<file path="src/rtl/md5_pad.sv">
// md5_pad: single-block MD5 message padder feeding md5core (m_in/valid_in).
// Takes a raw message one byte per cycle and builds the 512-bit block.
// The block holds the message bytes, then 0x80, then zero fill, then the
// 64-bit little-endian bit length. The block is presented for one enabled
// cycle. Messages of 1..55 bytes are padded. Longer ones are dropped with
// an err strobe.
//
// Ports:
//   clk         in   system clock, rising edge
//   reset_n     in   synchronous active-low reset (priority over en)
//   en          in   global enable; 0 freezes every register
//   byte_in     in   message byte
//   byte_valid  in   byte_in valid this cycle
//   byte_last   in   this byte ends the message
//   byte_ready  out  byte accepted this cycle (low only while padding)
//   m_out       out  padded block, byte k at m_out[511-8k -: 8]
//   valid_out   out  one-cycle strobe, m_out valid
//   err         out  one-cycle strobe, message longer than 55 bytes dropped
module md5_pad (
    input  logic         clk,
    input  logic         reset_n,
    input  logic         en,
    input  logic [7:0]   byte_in,
    input  logic         byte_valid,
    input  logic         byte_last,
    output logic         byte_ready,
    output logic [511:0] m_out,
    output logic         valid_out,
    output logic         err
);

    // Single-block limit of 55 bytes; fixed.
    localparam logic [5:0] MAX_BYTES = 6'd55;

    typedef enum logic [1:0] {
        ST_COLLECT = 2'd0,
        ST_PAD     = 2'd1,
        ST_DISCARD = 2'd2
    } state_t;

    state_t         state_r;
    state_t         state_nxt_s;
    logic [511:0]   buf_r;
    logic [5:0]     cnt_r;
    logic [5:0]     len_r;

    logic           accept_s;
    logic           wr_byte_s;
    logic           clr_s;
    logic           latch_len_s;
    logic           strobe_s;
    logic           err_set_s;
    logic [8:0]     wr_pos_s;
    logic [8:0]     pad_pos_s;
    logic [8:0]     bit_len_s;
    logic [511:0]   pad_block_s;

    // Ready depends on the state only, so a stalled source just holds its byte.
    assign byte_ready = (state_r != ST_PAD);
    assign accept_s   = en & byte_valid & byte_ready;

    // Top bit index of the byte slot at position cnt / L.
    assign wr_pos_s   = 9'd511 - {cnt_r, 3'b000};
    assign pad_pos_s  = 9'd511 - {len_r, 3'b000};
    // 8L is at most 440, so 9 bits hold the whole length.
    assign bit_len_s  = {len_r, 3'b000};

    // Next-state and datapath control decode.
    always_comb begin
        state_nxt_s = state_r;
        wr_byte_s   = 1'b0;
        clr_s       = 1'b0;
        latch_len_s = 1'b0;
        strobe_s    = 1'b0;
        err_set_s   = 1'b0;
        case (state_r)
            ST_COLLECT: begin
                if (accept_s) begin
                    if (cnt_r == MAX_BYTES) begin
                        // 56th byte: overflow. The buffer is cleared right away
                        // so it stays zero while the rest is thrown away.
                        clr_s = 1'b1;
                        if (byte_last) begin
                            err_set_s = 1'b1;
                        end else begin
                            state_nxt_s = ST_DISCARD;
                        end
                    end else begin
                        wr_byte_s = 1'b1;
                        if (byte_last) begin
                            latch_len_s = 1'b1;
                            state_nxt_s = ST_PAD;
                        end else begin
                            state_nxt_s = ST_COLLECT;
                        end
                    end
                end else begin
                    state_nxt_s = ST_COLLECT;
                end
            end
            ST_PAD: begin
                strobe_s    = 1'b1;
                clr_s       = 1'b1;
                state_nxt_s = ST_COLLECT;
            end
            ST_DISCARD: begin
                if (accept_s && byte_last) begin
                    err_set_s   = 1'b1;
                    clr_s       = 1'b1;
                    state_nxt_s = ST_COLLECT;
                end else begin
                    state_nxt_s = ST_DISCARD;
                end
            end
            default: begin
                clr_s       = 1'b1;
                state_nxt_s = ST_COLLECT;
            end
        endcase
    end

    // Padded block: message, 0x80 marker at byte L, then the little-endian length in bytes 56..63.
    always_comb begin
        pad_block_s                  = buf_r;
        pad_block_s[pad_pos_s -: 8]  = 8'h80;
        pad_block_s[63:0]            = {bit_len_s[7:0], 7'd0, bit_len_s[8], 48'd0};
    end

    // State, buffer and output registers; en low freezes everything.
    always_ff @(posedge clk) begin
        if (!reset_n) begin
            state_r   <= ST_COLLECT;
            buf_r     <= 512'd0;
            cnt_r     <= 6'd0;
            len_r     <= 6'd0;
            m_out     <= 512'd0;
            valid_out <= 1'b0;
            err       <= 1'b0;
        end else if (en) begin
            state_r   <= state_nxt_s;
            valid_out <= strobe_s;
            err       <= err_set_s;
            m_out     <= strobe_s ? pad_block_s : 512'd0;
            if (clr_s) begin
                buf_r <= 512'd0;
                cnt_r <= 6'd0;
            end else if (wr_byte_s) begin
                buf_r[wr_pos_s -: 8] <= byte_in;
                cnt_r                <= cnt_r + 6'd1;
            end else begin
                buf_r <= buf_r;
                cnt_r <= cnt_r;
            end
            if (latch_len_s) begin
                len_r <= cnt_r + 6'd1;
            end else begin
                len_r <= len_r;
            end
        end else begin
            state_r   <= state_r;
            buf_r     <= buf_r;
            cnt_r     <= cnt_r;
            len_r     <= len_r;
            m_out     <= m_out;
            valid_out <= valid_out;
            err       <= err;
        end
    end

endmodule

</file>
<file path="config.mk">
export PLATFORM = sky130hd
export DESIGN_NAME = md5_pad
export DESIGN_NICKNAME = d
export VERILOG_FILES = /design/src/rtl/md5_pad.sv
export SDC_FILE = /design/constraint.sdc
export NUM_CORES = 2
export LEC_CHECK = 0
export BUFFER_PORTS_ARGS = -buffer_cell sky130_fd_sc_hd__clkbuf_2
export CAP_MARGIN = 20
export CORE_UTILIZATION = 27
export DETAILED_ROUTE_END_ITERATION = 10
export PLACE_DENSITY_LB_ADDON = 0.3
export SLEW_MARGIN = 10
export SYNTH_ARGS = -nofsm -noshare
export SYNTH_HDL_FRONTEND = slang
export SYNTH_SLANG_ARGS = --single-unit
</file>
<file path="constraint.sdc">
create_clock -name clk -period 2.6 [get_ports clk]
set_input_delay 0.13 -clock clk [delete_from_list [all_inputs] [get_ports clk]]
set_output_delay 0.13 -clock clk [all_outputs]
set_load 0.01 [all_outputs]
</file>
==> run_results.csv <==
group,metric,value,unit
setup_path,crit_slowest_cell,"sky130_fd_sc_hd__or3b_2",
cts,clk_pin_slew_worst_paths,0.07,ns
setup_path,cp_cell_sequence,"ha_2 > or3b_2 > o21ai_0 > buf_4 > a21oi_1 > buf_4 > a32o_1",
global_routing,antenna_found_initial,6,
logic_synthesis,ys_top_cells_by_area,"sky130_fd_sc_hd__dfxtp_1, sky130_fd_sc_hd__a22oi_1, sky130_fd_sc_hd__nor2_1, sky130_fd_sc_hd__o2bb2ai_1, sky130_fd_sc_hd__nand2_1",
setup_path,kind_of_start_point_of_the_critical_path,"register",
global_routing,grt_remaining_overflow,0,
timing,fin_ws,0.0499,ns
place,postPlaceCellArea,37500,µm²
setup_path,critical_path.n_buffers_inverters,2,
cts,cts_made_buffers,99,
pwr,p_sw_share,23.3,%
place,post-dp-hpwl,98200,µm
setup_path,critical_path.endpoint_type,"register",
timing,finalCriticalPeriod,2.55,ns
detailed_routing,drc,0,
pwr,p_int,0.0233,W
logic_synthesis,synth.most_common_cell,"sky130_fd_sc_hd__dfxtp_1",
die,top_level_ports,528,
detailed_routing,antenna_left,0,
die,die_area,123000,µm²
global_routing,groute.layer.met1.usage,27.7,%
cts,cts.htree.levels,3,
hold_path,hold_class,"in2reg",
timing,maxClockFrequency,0.392,GHz
logic_synthesis,synth_cell_type_count,67,
setup_path,worst_path_dominant_cell_family,"compound AO/OA/AOI/OAI gates",
die,width_of_the_die,350,µm
timing,min_period_over_period,98.1,%
global_routing,first_global_vias,26700,
logic_synthesis,synth_largest_type_area_fraction,56.2,%
logic_synthesis,yosys-top-cells-count,"sky130_fd_sc_hd__dfxtp_1, sky130_fd_sc_hd__nor2_1, sky130_fd_sc_hd__a22oi_1",
timing,largest_clock_skew_in_the_final_design,0.0353,ns
detailed_routing,drt-initial-drc-count,2512,
logic_synthesis,synth_area,32700,µm²
cts,cts-root-to-sink-buffers,3,
pwr,p_leak,15.5,nW
timing,max_slew_margin,23.8,%
global_routing,gr-usage-all-layers,21.2,%
global_routing,grt_use_met3,5.24,%
setup_path,cp.required,3.15,ns
pwr,power_frac_seq,46.3,%
logic_synthesis,synth_ff_type,"sky130_fd_sc_hd__dfxtp_1",
detailed_routing,first_pass_iters,6,
timing,setup_repair_after_global_routing_missed_its_margin,"false",
finish,finish.utilization,34.2,%
place,port_buffers,469,
pwr,power.share.combinational,3.9,%
setup_path,worst_path_most_repeated_cell,"sky130_fd_sc_hd__buf_4",
pwr,power_density,740,nW/µm²
job,maxCapViolations,0,
cts,cts.sink_count,918,
place,place_ws,-0.0208,ns
logic_synthesis,async_set_reset_flop_share_out_of_synthesis,0,%
global_routing,grt_start_max_net_pins,182,
pwr,design_power_total,0.0304,W
setup_path,crit_path_max_fanout,11,
global_routing,grt_busiest_layer,"met2",
detailed_routing,wl_per_cell,23.9,µm
die,placeable_core_region,120000,µm²
die,std_cell_rows,127,
finish,area_growth,25.7,%
pwr,switching_power,0.00709,W
timing,final_hold_viol_count,0,
logic_synthesis,synth.yosys.warnings,0,
finish,drive_above_1_share,22.2,%
die,chipHeight,350,µm
logic_synthesis,postSynthAreaPerCell,9.50,µm²
setup_path,timing.critical_path.arrival,3.10,ns
finish,final_cell_count_no_fill,5665,
setup_path,timing_worst_setup_path_type,"reg2reg",
detailed_routing,vias,28800,
die,initial_core_util,27.2,%
logic_synthesis,seq_area_frac_synth,56.2,%
cts,clock_latency,0.69,ns
detailed_routing,route.final.wire_length,135000,µm
timing,report.final.slew_viol_count,0,
logic_synthesis,synth_top_area_cell,"sky130_fd_sc_hd__dfxtp_1",
global_routing,grt_use_met2,33.7,%
pwr,vdd_ir_drop_max,0.482,mV
timing,setup_viol_count_final,0,
detailed_routing,route.detailed.vias_per_inst,5.09,
global_routing,grt_pass1_wl,192000,µm
place,placedCellCount,5472,
finish,final_net_count,3988,
logic_synthesis,ys_ff_latch,918,
timing,worst-slew-pin-transition,1.14,ns
cts,clk_root_buffer_cell,"sky130_fd_sc_hd__clkbuf_16",
cts,tritoncts_clock_tree,"yes",
pwr,clkPwrFrac,49.7,%
logic_synthesis,post_synthesis_instance_total,3444,
finish,postLayoutCellArea,41100,µm²
place,gp_congestion,0.969,
logic_synthesis,synth_enable_flop_cells,0,
outcome,status,"finished clean",
setup_path,critical-path-max-stage-delay,0.58,ns
-- per-stage QoR --
step | hold WS, ns | setup TNS, ns
floorplan | 0.278 | 0
global placement | 0.429 | 0
detailed placement | 0.440 | -0.136
CTS | 0.0212 | 0
global route | 0.0572 | 0
finish | 0.0662 | 0
-- worst paths after layout --
kind	from	to	slack, ns	depth (start not counted)
max reg2reg	cnt_r[0]$_SDFFE_PN0P_	buf_r[464]$_SDFFE_PN0P_	0.05	7
max	cnt_r[0]$_SDFFE_PN0P_	buf_r[464]$_SDFFE_PN0P_	0.05	7
min	byte_in[3]	buf_r[315]$_SDFFE_PN0P_	0.07	4
min reg2reg	m_out[143]$_SDFFE_PN0P_	m_out[143]$_SDFFE_PN0P_	0.45	2
-- cell usage in the layout, fill, tap and decap left out, types with 13 or more instances in the layout --
master,n
sky130_fd_sc_hd__nand2b_1,26
sky130_fd_sc_hd__a32oi_1,16
sky130_fd_sc_hd__a22oi_1,426
sky130_fd_sc_hd__o21ai_0,128
sky130_fd_sc_hd__a21oi_1,91
sky130_fd_sc_hd__conb_1,58
sky130_fd_sc_hd__o21a_1,27
sky130_fd_sc_hd__nor2_1,695
sky130_fd_sc_hd__o21ai_2,13
sky130_fd_sc_hd__clkbuf_16,101
sky130_fd_sc_hd__bufinv_16,14
sky130_fd_sc_hd__clkbuf_1,15
sky130_fd_sc_hd__clkbuf_8,17
sky130_fd_sc_hd__buf_4,169
sky130_fd_sc_hd__o22a_1,16
sky130_fd_sc_hd__nand2_1,233
sky130_fd_sc_hd__o2bb2ai_1,147
sky130_fd_sc_hd__nand3_1,34
sky130_fd_sc_hd__a31oi_1,27
sky130_fd_sc_hd__buf_12,13
sky130_fd_sc_hd__clkbuf_2,469
sky130_fd_sc_hd__nand4_1,29
sky130_fd_sc_hd__clkinv_2,19
sky130_fd_sc_hd__nor3_1,31
sky130_fd_sc_hd__and3_1,27
sky130_fd_sc_hd__dfxtp_1,915
sky130_fd_sc_hd__a22o_1,48
sky130_fd_sc_hd__a32o_1,59
-- final cells by class --
type / instances / area [µm²]
clock buffer: 133 / 2820
timing repair buffer: 657 / 3940
antenna: 1 / 2.50
sequential: 918 / 18400
fill: 12500 / 79000
tap: 1612 / 2020
inverter: 9 / 48.8
multi-input combinational: 2284 / 13200
clock inverter: 51 / 692
-- registers in the layout (all words and copies together) (netlist names) --
register	cells
m_out	454
buf_r	448
cnt_r	6
len_r	6
state_r	2
err	1
valid_out	1
-- what timing repair did --
action	in CTS	in global routing
cloned	0	0
buffers inserted	0	2
hold buffers	6	0
pin swaps	0	2
endpoints found under the setup margin	10	92
resized for setup	2	6
hold endpoints to repair	13	0
-- cells by family after synthesis --
| group | synth area share, % |
|---|---|
| xor gates and xnor gates | 0.0803 |
| buffers and inverters | 4.24 |
| DFF | 56.2 |
| and+or+nand+nor | 15.3 |
| other | 0.0115 |
| AOI/OAI and AO/OA | 23.8 |
| adders and majority gates | 0.229 |
| muxes | 0.126 |
-- power by group through the flow --
stage / Clock (W) / Sequential, W / Combinational (W)
after global placement: 0 / 0.0144 / 0.00118
after floorplan: 0 / 0.0144 / 0.000673
after global routing: 0.0160 / 0.0141 / 0.00125
after CTS: 0.0154 / 0.0141 / 0.00119
final: 0.0151 / 0.0141 / 0.00120
after detailed placement: 0 / 0.0144 / 0.00117
-- worst min-delay path, cell delays in order --
cell and delay (ns):
sky130_fd_sc_hd__clkbuf_2 0.13, sky130_fd_sc_hd__nand2_1 0.14, sky130_fd_sc_hd__buf_4 0.21, sky130_fd_sc_hd__o2bb2ai_1 0.07
-- layer usage --
metal  routed length (µm)  vias to the layer above
met4                 4910                       10
met5                   62                        -
met3                10400                      250
met2                62300                     1066
li1                     -                    13500
met1                57500                    14000
(Power assumes the default switching activity.)
